==> config.mk <==
export PLATFORM = sky130hd
export DESIGN_NAME = imm_extender_pipe
export DESIGN_NICKNAME = d
export VERILOG_FILES = /design/src/rtl/imm_extender_pipe.sv
export SDC_FILE = /design/constraint.sdc
export NUM_CORES = 1
export LEC_CHECK = 0
export ABC_AREA = 1
export ABC_CLOCK_PERIOD_IN_PS = 13150
export CAP_MARGIN = 40
export CORE_MARGIN = 3
export CORE_UTILIZATION = 56
export CTS_CLUSTER_DIAMETER = 150
export DETAILED_ROUTE_END_ITERATION = 10
export GPL_TIMING_DRIVEN = 0
export PLACE_DENSITY_LB_ADDON = 0.25
export SYNTH_ARGS = -nofsm -noshare
export SYNTH_HDL_FRONTEND = slang
export SYNTH_SLANG_ARGS = --single-unit
==> constraint.sdc <==
create_clock -name CLK -period 13.15 [get_ports CLK]
set_clock_uncertainty 0.2 [all_clocks]
set_input_delay 1.315 -clock CLK [delete_from_list [all_inputs] [get_ports CLK]]
set_output_delay 1.315 -clock CLK [all_outputs]
set_load 0.02 [all_outputs]
==> src/rtl/imm_extender_pipe.sv <==
// ============================================================================
// imm_extender_pipe : pipelined immediate extender, 2-entry skid buffer output
// Rev 1.0 : first release (XLEN 32/64, CSR uimm format, illegal-format flag)
// ============================================================================
`default_nettype none

module imm_extender_pipe #(
   parameter int         XLEN      = 32,
   parameter int         TAG_W     = 32,
   parameter logic [2:0] R_FORMAT  = 3'b000,
   parameter logic [2:0] I_FORMAT  = 3'b001,
   parameter logic [2:0] S_FORMAT  = 3'b010,
   parameter logic [2:0] U_FORMAT  = 3'b011,
   parameter logic [2:0] SB_FORMAT = 3'b100,
   parameter logic [2:0] UJ_FORMAT = 3'b101,
   parameter logic [2:0] Z_FORMAT  = 3'b110
) (
   input  logic             CLK,
   input  logic             RST,
   input  logic             FLUSH,
   input  logic             IN_VALID,
   output logic             IN_READY,
   input  logic [24:0]      IMM_INPUT,
   input  logic [2:0]       IMM_FORMAT,
   input  logic [TAG_W-1:0] IN_TAG,
   output logic             OUT_VALID,
   input  logic             OUT_READY,
   output logic [XLEN-1:0]  IMM_OUTPUT,
   output logic [TAG_W-1:0] OUT_TAG,
   output logic             FORMAT_ERR
);

   localparam logic [1:0] ST_EMPTY = 2'd0;
   localparam logic [1:0] ST_ONE   = 2'd1;
   localparam logic [1:0] ST_FULL  = 2'd2;

   logic             w_s;
   logic [31:0]      w_imm32;
   logic             w_err;
   logic [XLEN-1:0]  w_ext;
   logic             w_accept;
   logic             w_deliver;
   logic [1:0]       w_state;

   logic             oreg_vld_q, oreg_vld_d;
   logic [XLEN-1:0]  oreg_imm_q, oreg_imm_d;
   logic [TAG_W-1:0] oreg_tag_q, oreg_tag_d;
   logic             oreg_err_q, oreg_err_d;
   logic             sreg_vld_q, sreg_vld_d;
   logic [XLEN-1:0]  sreg_imm_q, sreg_imm_d;
   logic [TAG_W-1:0] sreg_tag_q, sreg_tag_d;
   logic             sreg_err_q, sreg_err_d;

   assign w_s = IMM_INPUT[24];

   // Every format is built as a 32-bit value whose bit 31 already carries the
   // right sign, so widening to XLEN is a single sign extension from bit 31.
   always_comb begin
      w_imm32 = '0;
      w_err   = 1'b0;
      case (IMM_FORMAT)
         R_FORMAT:  w_imm32 = '0;
         I_FORMAT:  w_imm32 = {{20{w_s}}, IMM_INPUT[24:13]};
         S_FORMAT:  w_imm32 = {{20{w_s}}, IMM_INPUT[24:18], IMM_INPUT[4:0]};
         U_FORMAT:  w_imm32 = {IMM_INPUT[24:5], 12'b0};
         SB_FORMAT: w_imm32 = {{19{w_s}}, IMM_INPUT[24], IMM_INPUT[0],
                               IMM_INPUT[23:18], IMM_INPUT[4:1], 1'b0};
         UJ_FORMAT: w_imm32 = {{11{w_s}}, IMM_INPUT[24], IMM_INPUT[12:5],
                               IMM_INPUT[13], IMM_INPUT[23:14], 1'b0};
         Z_FORMAT:  w_imm32 = {27'b0, IMM_INPUT[12:8]};
         default:   w_err   = 1'b1;
      endcase
   end

   assign w_ext = XLEN'($signed(w_imm32));

   assign IN_READY  = !sreg_vld_q;
   assign w_accept  = IN_VALID && !sreg_vld_q;
   assign w_deliver = oreg_vld_q && OUT_READY;

   always_comb begin
      if (sreg_vld_q)      w_state = ST_FULL;
      else if (oreg_vld_q) w_state = ST_ONE;
      else                 w_state = ST_EMPTY;
   end

   always_comb begin
      oreg_vld_d = oreg_vld_q;
      oreg_imm_d = oreg_imm_q;
      oreg_tag_d = oreg_tag_q;
      oreg_err_d = oreg_err_q;
      sreg_vld_d = sreg_vld_q;
      sreg_imm_d = sreg_imm_q;
      sreg_tag_d = sreg_tag_q;
      sreg_err_d = sreg_err_q;
      if (FLUSH) begin
         oreg_vld_d = 1'b0;
         sreg_vld_d = 1'b0;
      end else begin
         case (w_state)
            ST_EMPTY, ST_ONE: begin
               if (w_accept && (w_state == ST_EMPTY || w_deliver)) begin
                  oreg_vld_d = 1'b1;
                  oreg_imm_d = w_ext;
                  oreg_tag_d = IN_TAG;
                  oreg_err_d = w_err;
               end else if (w_accept) begin
                  sreg_vld_d = 1'b1;
                  sreg_imm_d = w_ext;
                  sreg_tag_d = IN_TAG;
                  sreg_err_d = w_err;
               end else if (w_deliver) begin
                  oreg_vld_d = 1'b0;
               end
            end
            ST_FULL: begin
               if (w_deliver) begin
                  oreg_imm_d = sreg_imm_q;
                  oreg_tag_d = sreg_tag_q;
                  oreg_err_d = sreg_err_q;
                  sreg_vld_d = 1'b0;
               end
            end
            default: begin
               oreg_vld_d = 1'b0;
               sreg_vld_d = 1'b0;
            end
         endcase
      end
   end

   always_ff @(posedge CLK or posedge RST) begin
      if (RST) begin
         oreg_vld_q <= 1'b0;
         oreg_imm_q <= '0;
         oreg_tag_q <= '0;
         oreg_err_q <= 1'b0;
         sreg_vld_q <= 1'b0;
         sreg_imm_q <= '0;
         sreg_tag_q <= '0;
         sreg_err_q <= 1'b0;
      end else begin
         oreg_vld_q <= oreg_vld_d;
         oreg_imm_q <= oreg_imm_d;
         oreg_tag_q <= oreg_tag_d;
         oreg_err_q <= oreg_err_d;
         sreg_vld_q <= sreg_vld_d;
         sreg_imm_q <= sreg_imm_d;
         sreg_tag_q <= sreg_tag_d;
         sreg_err_q <= sreg_err_d;
      end
   end

   assign OUT_VALID  = oreg_vld_q;
   assign IMM_OUTPUT = oreg_imm_q;
   assign OUT_TAG    = oreg_tag_q;
   assign FORMAT_ERR = oreg_err_q;

endmodule

`default_nettype wire

==> flow_summary.toml, run 1 <==
[routing]
vias = 6344
detail-route-antenna-nets = 0
drt_first_iter_violations = 702
first_pass_iters = 7
routed_wl_mm = 18.99
viasPerCell = 5.604
drc = 0
wl_per_cell_um = 16.78

[logic_synthesis]
seq_area_frac_synth = 0.5143
synth_fa_ha_area_frac = 0
synth_area_mm2 = 0.006422
synth_seq_cells = 132
synth_cell_types = 25
synth_top_family_by_area = "simple AND/OR/NAND/NOR gates"
synth_compound_area_frac = 0.1099
syn_nets = 895
synth-simple-area-share = 0.2955
ys_warn_count = 0
synth-xor-area-share = 0
avgSynthCellArea_um2 = 7.738
syn_inst = 830
muxShareOfSynthArea = 0

[critical_path]
path_class = "register to output port"
slowest_stage = "clkdlybuf4s50_1"
required_ps = 11640
r2r-end = "IMM_OUTPUT[3]$_DFFE_PP0P_"
regToRegStartpoint = "sreg_vld_q$_DFFE_PP0P_"
path_cells = "inv_2 -> buf_2 -> clkbuf_1 -> clkdlybuf4s50_1"
r2r_cells = 6
critPathMaxFanout = 10
r2r_setup_slack_ps = 11070
max_stage_delay_ps = 710
cp_data_arrival_time_ps = 2380
cp-start-kind = "register"
cp-end-kind = "output port"

[pwr]
power.density_mw_per_mm2 = 169.4
power.leakage_uw = 0.004479
p_int_uw = 1033
vdd_ir_drop_max_v = 0.00009194
clock_power_share = 0.387
swShare = 0.2934
power.share.sequential = 0.384
pwr-share-comb = 0.229
p_sw_uw = 428.7

[die]
dieArea_mm2 = 0.01279
die_w_um = 113.1
fp.coreArea_mm2 = 0.01103
rows = 38
io_pins = 132
initial_core_util = 0.5822
die_height_um = 113.1

[clocking]
cts_buffer_depth = 2
cts_tree = "done"
root_buffer = "clkbuf_16"
post_cts_buffers = 0
cts.repair.resized = 0
cts.clk_slew.worst_paths_ps = 60
cts.sink_count = 132
numCtsBuffers = 17
h-tree-depth = 4
clkLatencyLatePin_ps = 420
hold_buffers = 0

[timing]
min_period_ps = 3899
maxSlewViolCount = 0
tightest_slew_ps = 613.2
relSlewSlack = 0.5912
timing.final.crit_share = 0.2965
setup_violations = 0
grt_setup_unrepaired = "no"
clock.fmax_mhz = 256.4
timing.setup.tns_ps = 0
finalHoldViolCount = 0

[final_layout]
areaGrowthSynthToFinish_pct = 34.35
num-fill-cells = 754
drive_gt1_frac = 0.08468
finalNetCount = 1045
antenna_cells = 0
final_cells = 1132

[placement]
gp_congestion = 0.9246
port_buffers = 130
dp_cells = 1101
dp_hpwl_mm = 12.50

[hold_path]
min-delay-start = "IMM_OUTPUT[20]$_DFFE_PP0P_"
min_to = "IMM_OUTPUT[20]$_DFFE_PP0P_"
hp-class = "register to register"
whs_path_depth = 2

[global_routing]
grt_pass1_wl_mm = 31.17
antenna_found_initial = 0
overflow = 0
grtUsageTotal = 0.3055
grt_pass1_vias = 6200
grt_max_degree = 91

[run]
cap_viol_max_count = 0

[run_status]
status = "complete, no violations"
-- power groups by stage --
| stage | clock network (uW) | logic (uW) | registers, uW |
|---|---|---|---|
| after floorplan | 0 | 134 | 606 |
| after global routing | 589 | 367 | 571 |
| final | 565 | 335 | 562 |
| after detailed placement | 0 | 330 | 563 |
| after CTS | 566 | 336 | 560 |
| after global placement | 0 | 321 | 560 |
-- through the flow --
step | area [um^2] | total power [uW] | utilization | hold WS (ps) | setup slack, ps
after floorplan | 6422 | 739.8 | - | 248.9 | 8109
after global placement | 7899 | 880.9 | 0.7161 | 261.6 | 6332
after detailed placement | 7931 | 892.9 | 0.7190 | 264.4 | 9707
after CTS | 8628 | 1461 | 0.7822 | 279.5 | 9268
after global routing | 8628 | 1526 | 0.7822 | 292.5 | 9167
final | 8628 | 1461 | 0.7822 | 277.9 | 9251
-- area by class of cell --
| class | count | area [um^2] | share of cell area |
|---|---|---|---|
| Clock inverter | 14 | 271.5 | 0.03147 |
| Tap cell | 140 | 175.2 | 0.02030 |
| Timing Repair Buffer | 131 | 1329 | 0.1540 |
| Buffer | 54 | 286.5 | 0.03321 |
| Inverter | 61 | 234.0 | 0.02712 |
| Clock buffer | 17 | 425.4 | 0.04930 |
| Sequential cell | 132 | 3303 | 0.3828 |
| Multi-Input combinational cell | 583 | 2604 | 0.3018 |
-- metal layers --
metal / vias to the layer above / track usage / share of wire
li1: 2963 / - / -
met1: 2990 / 0.4151 / 0.41
met3: 50 / 0.07059 / 0.087
met4: 0 / 0.1042 / 0.023
met5: - / 0 / 0
met2: 341 / 0.4874 / 0.48
-- worst max-delay path: cells and delay by family, from the launching register on --
family / cells / cell delay (ps)
flip-flops: 1 / 440
buffers and inverters: 4 / 1520
-- worst max-delay path by stage --
stage                            from                    endpoint  slack (ps)  depth (start not counted)
2_1_floorplan                     RST      FORMAT_ERR$_DFFE_PP0P_        8110                          1
3_3_place_gp                      RST  sreg_tag_q[25]$_DFFE_PP0P_        6330                          2
3_5_place_dp   sreg_vld_q$_DFFE_PP0P_                    IN_READY        9710                          4
4_1_cts        sreg_vld_q$_DFFE_PP0P_                    IN_READY        9270                          4
5_1_grt        sreg_vld_q$_DFFE_PP0P_                    IN_READY        9170                          4
6_report       sreg_vld_q$_DFFE_PP0P_                    IN_READY        9250                          4
-- sequential cells by signal (all words and copies together) (netlist names) --
name / cells
IMM_OUTPUT: 32
sreg_tag_q: 32
OUT_VALID: 1
OUT_TAG: 32
sreg_imm_q: 32
FORMAT_ERR: 1
sreg_err_q: 1
sreg_vld_q: 1
-- cells in the final DEF, fill, tap and decap left out, types with 20 or more instances in the layout --
| master | netlist | routed |
|---|---|---|
| nand2_1 | 291 | 291 |
| dfrtp_1 | 132 | 132 |
| clkdlybuf4s50_1 | 0 | 130 |
| nor2_1 | 107 | 107 |
| inv_1 | 57 | 56 |
| nand3_1 | 42 | 42 |
| o21ai_0 | 36 | 36 |
| o211ai_1 | 33 | 33 |
| buf_2 | 25 | 25 |
| a31oi_1 | 22 | 22 |
| nand4_1 | 20 | 20 |
-- cell usage after synthesis --
library cell | number | area share
or2_2 | 1 | 0.00097
clkbuf_1 | 17 | 0.0099
a21oi_1 | 5 | 0.0039
nand2_2 | 2 | 0.0019
inv_1 | 57 | 0.033
nand2_1 | 291 | 0.17
o211ai_1 | 33 | 0.039
o21ai_1 | 9 | 0.0070
o21bai_1 | 4 | 0.0047
buf_4 | 10 | 0.012
a211o_1 | 1 | 0.0014
nor2_1 | 107 | 0.063
a31oi_1 | 22 | 0.021
inv_2 | 4 | 0.0023
dfrtp_1 | 132 | 0.51
buf_6 | 2 | 0.0035
nand4_1 | 20 | 0.019
nor2_4 | 1 | 0.0018
nand3_2 | 2 | 0.0031
a31o_2 | 1 | 0.0014
nor2_2 | 3 | 0.0029
o21a_1 | 3 | 0.0035
o21ai_0 | 36 | 0.028
nand3_1 | 42 | 0.033
buf_2 | 25 | 0.019
-- cells by family (layout without fill, tap and decap cells) --
logic type / Yosys count / count (layout)
AOI/OAI and AO/OA: 114 / 114
buffers and inverters: 115 / 277
DFF: 132 / 132
and+or+nand+nor: 469 / 469
Note: power is estimated with default switching activity, not from simulation.
==> inputs of run 2 (changes only) <==
ABC_CLOCK_PERIOD_IN_PS = 3650   (was 13150)
CORE_UTILIZATION = 52   (was 56)
clock period = 3.65 ns   (was 13.15 ns; I/O delays follow)
==> run 2 against run 1 <==
Against the previous run:
- combinational power rose to 3.6 times the previous value
- cell count up 2.3%
- critical path depth did not move
- first-iteration DRC count decreased by 16%
- critical path type unchanged
- highest routed layer unchanged
==> flow_summary.toml, run 2 (synthesized netlist as in run 1, its figures left out) <==
[run_status]
status = "complete, no violations"

[pwr]
p_int_uw = 3414
power.density_mw_per_mm2 = 570.7
pwr-share-comb = 0.245
clock_power_share = 0.343
power.share.sequential = 0.412
p_sw_uw = 1477
vdd_ir_drop_max_v = 0.0003200
power.leakage_uw = 0.004439
swShare = 0.3020

[global_routing]
met3_usage = 0.05913
grt_pass1_wl_mm = 29.41
grt_pass1_vias = 6009
overflow = 0
grt_max_degree = 39
met2_usage = 0.4202
grt_busiest_layer = "met2"
grtUsageTotal = 0.2761
grt_use_met1 = 0.3839
antenna_found_initial = 0

[critical_path]
critPathMaxFanout = 10
cp-start-kind = "register"
cp_data_arrival_time_ps = 2420
path_class = "register to output port"
cp-end-kind = "output port"
required_ps = 3080

[placement]
port_buffers = 130
dp_cells = 1127
gp_congestion = 0.9637
dp_hpwl_mm = 12.53

[routing]
first_pass_iters = 5
drt_first_iter_violations = 590
routed_wl_mm = 18.16
detail-route-antenna-nets = 0
viasPerCell = 5.366
wl_per_cell_um = 15.68
vias = 6214
drc = 0

[die]
die_w_um = 117.1
dieArea_mm2 = 0.01372
io_pins = 132
fp.coreArea_mm2 = 0.01176
die_height_um = 117.1
initial_core_util = 0.5461
rows = 39

[timing]
min_period_ps = 2986
relSlewSlack = 0.5455
finalHoldViolCount = 0
maxSlewViolCount = 0
tightest_slew_ps = 680.3
grt_setup_unrepaired = "no"
timing.setup.tns_ps = 0
timing.final.crit_share = 0.8181
setup_violations = 0
clock.fmax_mhz = 334.9

[final_layout]
drive_gt1_frac = 0.08551
seq_area_mm2 = 0.003303
finalNetCount = 1047
areaGrowthSynthToFinish_pct = 33.43
final_cells = 1158
multiInputGateArea_mm2 = 0.002604
antenna_cells = 0
final_cell_mix = "nand2_1, dfrtp_1, clkdlybuf4s50_1"
final_common_cell = "nand2_1"
num-fill-cells = 904

[clocking]
cts.repair.resized = 0
cts_tree = "done"
cts.clk_slew.worst_paths_ps = 60
cts.sink_count = 132
cts_buffer_depth = 2
root_buffer = "clkbuf_16"
post_cts_buffers = 0
clkLatencyLatePin_ps = 420
hold_buffers = 0
numCtsBuffers = 17
h-tree-depth = 4

[run]
cap_viol_max_count = 0

[hold_path]
hp-class = "input port to asynchronous set/reset pin"
run 2: worst paths after layout:
check	slack (ps)	cells past startpoint	endpoint	startpoint
setup / recovery	660	4	IN_READY	sreg_vld_q$_DFFE_PP0P_
hold / removal	200	2	OUT_TAG[9]$_DFFE_PP0P_	RST
setup reg to reg	1590	6	IMM_OUTPUT[1]$_DFFE_PP0P_	sreg_vld_q$_DFFE_PP0P_
hold reg to reg	270	2	IMM_OUTPUT[26]$_DFFE_PP0P_	IMM_OUTPUT[26]$_DFFE_PP0P_
max in group asynchronous	2440	3	IMM_OUTPUT[15]$_DFFE_PP0P_	RST
min in group CLK	200	5	sreg_imm_q[11]$_DFFE_PP0P_	IMM_FORMAT[0]
run 2: per-layer routing:
| layer | vias to the layer above | wire (um) |
|---|---|---|
| met3 | 53 | 1318 |
| met1 | 2887 | 7920 |
| li1 | 2973 | - |
| met2 | 301 | 8337 |
| met5 | - | 0 |
| met4 | 0 | 583 |
run 2: power by group through the flow:
stage,Combinational (uW),Clock [uW],Sequential [uW]
floorplan,484,0,2180
global placement,1160,0,2020
detailed placement,1190,0,2020
CTS,1200,1690,2010
global route,1320,1750,2060
finish,1200,1680,2010
run 2: final cells by class:
type                            count  area share
Buffer                             54     0.03344
Clock buffer                       21     0.05490
Clock inverter                     10     0.01241
Inverter                           61     0.02716
Multi-Input combinational cell    583      0.3038
Sequential cell                   132      0.3855
Tap cell                          164     0.02395
Timing Repair Buffer              133      0.1589
run 2: through the flow:
step | utilization | hold slack, ps | area, um^2 | setup WS [ps] | power (uW)
3_3_place_gp | 0.6745 | 261.2 | 7933 | 236.6 | 3179
2_1_floorplan | - | 248.9 | 6426 | 1448 | 2666
5_1_grt | 0.7287 | 217.1 | 8569 | 598.1 | 5133
4_1_cts | 0.7287 | 183.6 | 8569 | 688.6 | 4905
6_report | 0.7287 | 196.5 | 8569 | 664.1 | 4890
3_5_place_dp | 0.6796 | 265.3 | 7993 | 1146 | 3217
run 2: worst max-delay path: stages (launching register included):
cell	delay, ps
dfrtp_1	440
inv_2	130
buf_2	260
clkbuf_1	470
clkdlybuf4s50_1	710
==> inputs of run 3 (changes only) <==
ABC_CLOCK_PERIOD_IN_PS = 2600   (was 3650)
CORE_UTILIZATION = 47   (was 52)
clock period = 2.6 ns   (was 3.65 ns; I/O delays follow)
==> run 3 against run 2 <==
Against the previous run:
- global-route usage shrank 2.3 points
- first-iteration DRC count down 4.6%
- design area is 1.5% higher
- critical path type unchanged
- critical endpoint unchanged
- largest cell class unchanged
- largest power group unchanged
==> flow_summary.toml, run 3 (synthesized netlist as in run 1, its figures left out) <==
[run_status]
status = "complete, no violations"

[clocking]
cts_buffer_depth = 2
cts.clk_slew.worst_paths_ps = 60
cts.sink_count = 132
h-tree-depth = 4
clkLatencyLatePin_ps = 420
cts_tree = "done"
numCtsBuffers = 17
root_buffer = "clkbuf_16"

[placement]
dp_hpwl_mm = 12.93
pre_cts_ws_ps = 203.4
port_buffers = 130
dp_cells = 1140
gp_congestion = 0.9247

[final_layout]
antenna_cells = 0
num-fill-cells = 1166
finalNetCount = 1048
fin_util = 0.6540
drive_gt1_frac = 0.08735
final_cells = 1172
areaGrowthSynthToFinish_pct = 35.38
final_common_cell = "nand2_1"
final_cell_mix = "nand2_1, dfrtp_1, clkdlybuf4s50_1"

[critical_path]
cp_data_arrival_time_ps = 1970
cp-start-kind = "register"
r2r_setup_slack_ps = 560
path_class = "register to output port"
critPathMaxFanout = 19
cp-end-kind = "output port"
required_ps = 2140

[pwr]
swShare = 0.2913
p_sw_uw = 2087
power.leakage_uw = 0.004482
pwr-share-comb = 0.234
vdd_ir_drop_max_v = 0.0005590
power.density_mw_per_mm2 = 824.1
power.share.sequential = 0.394
p_int_uw = 5078
clock_power_share = 0.371

[routing]
detail-route-antenna-nets = 0
drt_first_iter_violations = 563
first_pass_iters = 5
vias = 6097
wl_per_cell_um = 15.54
routed_wl_mm = 18.21
viasPerCell = 5.202
drc = 0

[die]
initial_core_util = 0.4831
fp.coreArea_mm2 = 0.01330
io_pins = 132
rows = 42
die_height_um = 122.9
dieArea_mm2 = 0.01510
die_w_um = 122.9

[timing]
relSlewSlack = 0.5616
timing.final.crit_share = 0.9335
tightest_slew_ps = 657.6
min_period_ps = 2427
finalHoldViolCount = 0
fin_ws_ps = 173.0
setup_violations = 0
maxSlewViolCount = 0
clock.fmax_mhz = 412.0
grt_setup_unrepaired = "no"

[global_routing]
grt_busiest_layer = "met2"
antenna_found_initial = 0
met2_usage = 0.3874
grt_max_degree = 36
met3_usage = 0.04758
overflow = 0
grtUsageTotal = 0.2535
grt_pass1_vias = 5787
grt_use_met1 = 0.3562
grt_pass1_wl_mm = 29.58

[hold_path]
hp-class = "input port to register"

[run]
cap_viol_max_count = 0
[run 3: cell types whose count changed in the layout (fill, tap and decap cells not counted), sizes merged]
cell         previous run  this run
clkbuf                 38        37
clkinvlp                2         3
inv                    60        61
dlygate4sd3             0         1
bufinv                  2         5
clkinv                  7         4
[run 3: stage by stage]
step	power (uW)	setup TNS, ps	hold slack (ps)	instance area (um^2)
floorplan	3742	0	212.7	6426
global placement	4468	-96930	260.9	7948
detailed placement	4528	0	264.4	8028
CTS	7207	0	69.69	8692
global route	7529	0	122.5	8695
finish	7165	0	84.10	8695
[run 3: timing repair]
action	CTS	global route
hold buffers	1	0
hold endpoints to repair	5	0
setup endpoints to repair	1	1
resized for setup	0	1
cloned	0	0
buffers inserted	0	0
[run 3: final cells by class]
class	instances	area (um^2)	share of cell area
Buffer	53	285.3	0.03281
Multi-Input combinational cell	583	2604	0.2995
Timing Repair Buffer	135	1391	0.1600
Clock inverter	12	201.4	0.02317
Sequential cell	132	3303	0.3799
Inverter	61	232.7	0.02677
Tap cell	176	220.2	0.02533
Clock buffer	20	456.7	0.05253
[run 3: worst paths after layout]
check | start | to | depth (start not counted)
hold / removal | IMM_FORMAT[0] | sreg_imm_q[11]$_DFFE_PP0P_ | 5
max in group asynchronous | RST | sreg_imm_q[13]$_DFFE_PP0P_ | 5
min in group asynchronous | RST | OUT_TAG[3]$_DFFE_PP0P_ | 3
setup reg to reg | sreg_vld_q$_DFFE_PP0P_ | IMM_OUTPUT[3]$_DFFE_PP0P_ | 6
hold reg to reg | IMM_OUTPUT[27]$_DFFE_PP0P_ | IMM_OUTPUT[27]$_DFFE_PP0P_ | 2
setup / recovery | sreg_vld_q$_DFFE_PP0P_ | IN_READY | 3
[run 3: critical path, cell delays in order, from the launching register on]
cell and delay [ps]:
dfrtp_1 440, inv_2 120, clkbuf_4 310, clkdlybuf4s50_1 670
[run 3: power groups by stage]
stage | Clock [uW] | Sequential (uW) | Combinational [uW]
CTS | 2690 | 2820 | 1700
floorplan | 0 | 3060 | 679
detailed placement | 0 | 2850 | 1680
finish | 2660 | 2830 | 1680
global placement | 0 | 2830 | 1630
global route | 2790 | 2890 | 1850
[run 3: metal layers]
metal	vias up	part of all wire
li1	2979	-
met1	2873	0.45
met2	212	0.47
met3	33	0.056
met4	0	0.028
met5	-	0
